File: src/rtl/fifo_pkg.sv
// Shared constants and the skid-buffer state type for the FIFO write-side control.
package fifo_pkg;

    localparam int DSIZE_DEF    = 8;
    localparam int ADDRSIZE_DEF = 4;

    // EMPTY: no word held; ONE: main register valid; TWO: main and skid both valid
    typedef enum logic [1:0] {
        SKID_EMPTY = 2'd0,
        SKID_ONE   = 2'd1,
        SKID_TWO   = 2'd2
    } skid_state_t;

endpackage

File: src/rtl/gray2bin.sv
// Combinational Gray-code to binary conversion.
module gray2bin #(
    parameter int WIDTH = 5
) (
    input  logic [WIDTH-1:0] gray,
    output logic [WIDTH-1:0] bin
);

    // Each binary bit is the XOR of all Gray bits at or above it.
    for (genvar i = 0; i < WIDTH; i++) begin : g_bit
        assign bin[i] = ^gray[WIDTH-1:i];
    end

endmodule

File: src/rtl/wr_skid_ctrl.sv
// Write-side front end of an async FIFO: a 2-entry skid buffer that decouples
// upstream ready from wfull, plus a registered fill level and almost-full flag.
//
// state      | meaning
// SKID_EMPTY | nothing buffered, winc low
// SKID_ONE   | main register holds the oldest word
// SKID_TWO   | main holds oldest, skid holds next; upstream stalled
module wr_skid_ctrl
    import fifo_pkg::*;
#(
    parameter int DSIZE     = DSIZE_DEF,
    parameter int ADDRSIZE  = ADDRSIZE_DEF,
    parameter int AF_THRESH = 12
) (
    input  logic                wclk,
    input  logic                wrst_n,
    input  logic                s_valid,
    input  logic [DSIZE-1:0]    s_data,
    output logic                s_ready,
    output logic                winc,
    output logic [DSIZE-1:0]    wdata,
    input  logic                wfull,
    input  logic [ADDRSIZE:0]   wptr,
    input  logic [ADDRSIZE:0]   wq2_rptr,
    output logic [ADDRSIZE:0]   wlevel,
    output logic                walmost_full
);

    localparam int PW = ADDRSIZE + 1;
    localparam logic [PW-1:0] AF_LVL = PW'(AF_THRESH);

    skid_state_t      state_q, state_d;
    logic [DSIZE-1:0] main_q, skid_q;
    logic             ready_q;
    logic             main_valid, xfer, pop;
    logic             load_main, main_from_skid, load_skid;
    logic [PW-1:0]    wbin, rbin, level_d;

    assign main_valid = (state_q != SKID_EMPTY);
    assign winc       = main_valid & ~wfull;
    assign wdata      = main_q;
    assign s_ready    = ready_q;
    assign pop        = winc;
    assign xfer       = s_valid & ready_q;

    // State register and registered ready (ready never sees wfull combinationally)
    always_ff @(posedge wclk or negedge wrst_n) begin
        if (!wrst_n) begin
            state_q <= SKID_EMPTY;
            ready_q <= 1'b0;
        end else begin
            state_q <= state_d;
            ready_q <= (state_d != SKID_TWO);
        end
    end

    // Next-state and data-register load decisions
    always_comb begin
        state_d        = state_q;
        load_main      = 1'b0;
        main_from_skid = 1'b0;
        load_skid      = 1'b0;
        case (state_q)
            SKID_EMPTY: begin
                if (xfer) begin
                    state_d   = SKID_ONE;
                    load_main = 1'b1;
                end
            end
            SKID_ONE: begin
                if (xfer && pop) begin
                    load_main = 1'b1;
                end else if (xfer) begin
                    state_d   = SKID_TWO;
                    load_skid = 1'b1;
                end else if (pop) begin
                    state_d = SKID_EMPTY;
                end
            end
            SKID_TWO: begin
                if (pop) begin
                    state_d        = SKID_ONE;
                    load_main      = 1'b1;
                    main_from_skid = 1'b1;
                end
            end
            default: state_d = SKID_EMPTY;
        endcase
    end

    // Data registers; contents are qualified by state so they need no reset
    always_ff @(posedge wclk) begin
        if (load_main) begin
            main_q <= main_from_skid ? skid_q : s_data;
        end
        if (load_skid) begin
            skid_q <= s_data;
        end
    end

    gray2bin #(.WIDTH(PW)) u_wptr_bin (
        .gray (wptr),
        .bin  (wbin)
    );

    gray2bin #(.WIDTH(PW)) u_rptr_bin (
        .gray (wq2_rptr),
        .bin  (rbin)
    );

    // Modular subtraction handles pointer wrap; the synchronized read pointer
    // lags, so the level can only over-report occupancy.
    assign level_d = wbin - rbin;

    // Registered fill level and almost-full flag, updated together
    always_ff @(posedge wclk or negedge wrst_n) begin
        if (!wrst_n) begin
            wlevel       <= '0;
            walmost_full <= 1'b0;
        end else begin
            wlevel       <= level_d;
            walmost_full <= (level_d >= AF_LVL);
        end
    end

endmodule

File: config.mk
export PLATFORM = sky130hd
export DESIGN_NAME = wr_skid_ctrl
export DESIGN_NICKNAME = d
export VERILOG_FILES = /design/src/rtl/fifo_pkg.sv /design/src/rtl/gray2bin.sv /design/src/rtl/wr_skid_ctrl.sv
export SDC_FILE = /design/constraint.sdc
export NUM_CORES = 1
export LEC_CHECK = 0
export ABC_AREA = 1
export BUFFER_PORTS_ARGS = -buffer_cell sky130_fd_sc_hd__buf_2
export CORE_MARGIN = 10
export CORE_UTILIZATION = 45
export CTS_BUF_LIST = sky130_fd_sc_hd__clkbuf_16
export CTS_CLUSTER_DIAMETER = 200
export DETAILED_ROUTE_END_ITERATION = 16
export GPL_TIMING_DRIVEN = 0
export PLACE_DENSITY_LB_ADDON = 0.2
export SYNTH_ARGS = -nofsm -noshare
export SYNTH_HDL_FRONTEND = slang
export SYNTH_SLANG_ARGS = --single-unit
File: constraint.sdc
create_clock -name wclk -period 1.4 [get_ports wclk]
set_input_delay 0.07 -clock wclk [delete_from_list [all_inputs] [get_ports wclk]]
set_output_delay 0.07 -clock wclk [all_outputs]
set_load 0.02 [all_outputs]
==> impl_metrics.toml <==
[logic_synthesis]
synth_top_family_by_area = "simple AND/OR/NAND/NOR gates"
ys_types = 19
synth_area_um2 = 1270
synth_area_leaders = "edfxtp_1 (38%), dfrtp_1 (18%), nand2_1 (14%)"
synth_edf_count = 16
syn-instance-count = 140
postSynth.asyncResetShare = 0.360
synthesis.nets = 167
netlist_top_cells_count = "nand2_1 (48), nand3_1 (21), inv_1 (20)"
syn_area_per_cell_um2 = 9.09
yosys_warnings = 0
synth_seq_cells = 25
ys.flop_type = "edfxtp_1"
synthAdderAreaFrac = 0.0551
synth_top_area_share = 0.378
ys_seq_area_frac = 0.555
synth.area.mux_share = 0
synth_compound_area_frac = 0.0216
synth-simple-area-share = 0.266
synth_largest_area_cell = "edfxtp_1"
synth.most_common_cell = "nand2_1"
synth_xor_area_frac = 0.0344

[placed_design]
io_buffers = 37
gp_congestion = 0.824
post-dp-hpwl_um = 2210

[floorplan]
dieArea_um2 = 5350
ios = 38
start_util = 0.465
die_x_um = 73.2
die_h_um = 73.2
fp.coreArea_um2 = 2730
rows = 19

[finish]
num-fill-cells = 216
final_nets = 217
layout-drive-gt1-share = 0.429
areaGrowthSynthToFinish_pct = 42.2
post-route-util = 0.662
antenna_cells = 0
seqCellArea_um2 = 706
multiInputGateArea_um2 = 583

[detailed_routing]
drtPass1Iterations = 6
via_count = 1090
vias_per_cell = 4.95
first_iter_violations = 32
drc_errors = 0
wl_per_cell_um = 13.1
routed_wl_um = 2880
ant_nets = 0

[timing]
max_freq_ghz = 0.725
fin_crit_sh = 0.985
drv_slew = 0
finClkSkew_ns = 0.00129
finalSetupViolCount = 0
rsz0062_at_grt = "true"
tightest_slew_ns = 0.308
fin_crit_ns = 1.38
slew_headroom = 0.795
hold_viol_final = 0

[worst_setup_path]
critPathMaxFanout = 3
arrival_ns = 1.57
critical_path.startpoint = "wq2_rptr[1]"
critPathKind = "input pin to register"
cp.required_ns = 1.60
worstSetupEndpointType = "register"
r2r-start = "state_q[1]"
startpoint_type = "input pin"

[pwr]
p_total_w = 0.00271
p_leak_nw = 0.913
p_per_area_nw_per_um2 = 1500
ir_drop_mv = 1.24

[clock_network]
cts.sinks = 25
clk_latency_ns = 0.25
clkTransAtPathRegs_ns = 0.06
numCtsBuffers = 3
ctsHtreeMaxLevel = 1
root_buffer = "clkbuf_16"
cts_tree = "built"
clk_path_buf_depth = 2

[job]
drv_cap = 0

[grt]
grt_pass1_wl_um = 4360
grtUsageTotal = 0.100
overflow = 0
antenna_found_initial = 0
grt_max_degree = 16
first_global_vias = 1094

[outcome]
outcome = "completed"

[min_path]
min_path_type = "input pin to register"
holdCritStartpoint = "s_data[7]"
==> cells by family (layout without fill, tap and decap cells) <==
kind of cell               Yosys count  after routing
xor gates and xnor gates             5              5
AOI/OAI and AO/OA                    5              5
DFF                                 25             25
adders and majority gates            5              5
buffers and inverters               23             72
and+or+nand+nor                     77             77
==> sequential cells by signal (all words and copies together), names as in the netlist <==
name and flops:
skid_q 8, s_ready 1, state_q 2, walmost_full 1, wlevel 5, wdata 8
==> timing repair <==
action	4_1_cts	5_1_grt
hold endpoints to repair	9	0
buffers inserted	0	7
gates resized for setup	3	27
pin swaps	1	18
hold buffers	1	0
endpoints found under the setup margin	10	11
==> worst max-delay path: stages <==
cell	delay [ns]
buf_2	0.12
xor2_1	0.17
nand3b_1	0.16
nand2_1	0.09
ha_2	0.17
inv_2	0.04
fa_2	0.39
nand3_2	0.09
nand2_1	0.06
nand2_1	0.09
nand2_2	0.07
nand2_2	0.06
==> metrics by stage <==
stage,cells,hold WS [ns],cell area [um2],TNS (ns),setup slack (ns)
final,220,0.00525,1810,0,0.0212
after detailed placement,208,-0.0695,1560,-1.73,-0.351
after CTS,213,0.00169,1660,-0.0301,-0.0301
after global routing,220,0.00607,1810,-0.109,-0.0712
after floorplan,140,-0.226,1340,-0.0117,-0.0117
after global placement,208,-0.0794,1560,-1.30,-0.314
==> placed cells by master, fill, tap and decap left out <==
| cell | instances |
|---|---|
| nand2_1 | 36 |
| buf_2 | 33 |
| nand3_1 | 16 |
| edfxtp_1 | 16 |
| inv_1 | 12 |
| dfrtp_1 | 9 |
| nand2_4 | 8 |
| inv_2 | 7 |
| buf_4 | 7 |
| nand2_2 | 5 |
| nand3_2 | 5 |
| xor2_1 | 3 |
| a21oi_1 | 3 |
| nor2_1 | 3 |
| ha_1 | 3 |
| clkbuf_16 | 3 |
| buf_6 | 2 |
| buf_8 | 2 |
| inv_12 | 1 |
| clkinv_8 | 1 |
| inv_6 | 1 |
| inv_4 | 1 |
| nand3b_1 | 1 |
| xnor2_1 | 1 |
| and2_1 | 1 |
| xor2_2 | 1 |
| nor2_4 | 1 |
| o21ai_1 | 1 |
| o31ai_1 | 1 |
| nand4_1 | 1 |
| fa_2 | 1 |
| ha_2 | 1 |
| clkinvlp_4 | 1 |
| dlygate4sd3_1 | 1 |
==> area by class of cell <==
class                      instances  area share
clock inverter                     1     0.00415
sequential                        25       0.390
clock buffer                       3      0.0415
timing repair buffer              45       0.155
tap                               31      0.0214
inverter                          23      0.0657
multi-input combinational         92       0.322
==> routing by layer <==
layer,part of all wire,vias up,wire [um],global-route usage
li1,-,548,-,-
met1,0.37,500,1060,0.0960
met2,0.54,36,1570,0.188
met3,0.063,6,182,0.0259
met4,0.022,0,63,0.0549
met5,0,-,0,0
==> path summary, 6_finish.rpt <==
check | slack, ns | cells after the start | end
worst min register to register | 0.55 | 1 | state_q[0]
worst min-delay path | 0.005 | 1 | skid_q[7]
worst max register to register | 0.15 | 6 | wdata[6]
max in group asynchronous | 1.03 | 2 | state_q[1]
min in group asynchronous | 0.19 | 2 | wlevel[0]
worst max-delay path | 0.02 | 12 | walmost_full
==> power breakdown <==
group	switching, W	internal, W
sequential	0.0000759	0.00102
combinational	0.000646	0.000352
clock	0.000233	0.000387
No activity file was read; power rests on OpenSTA's default activity.
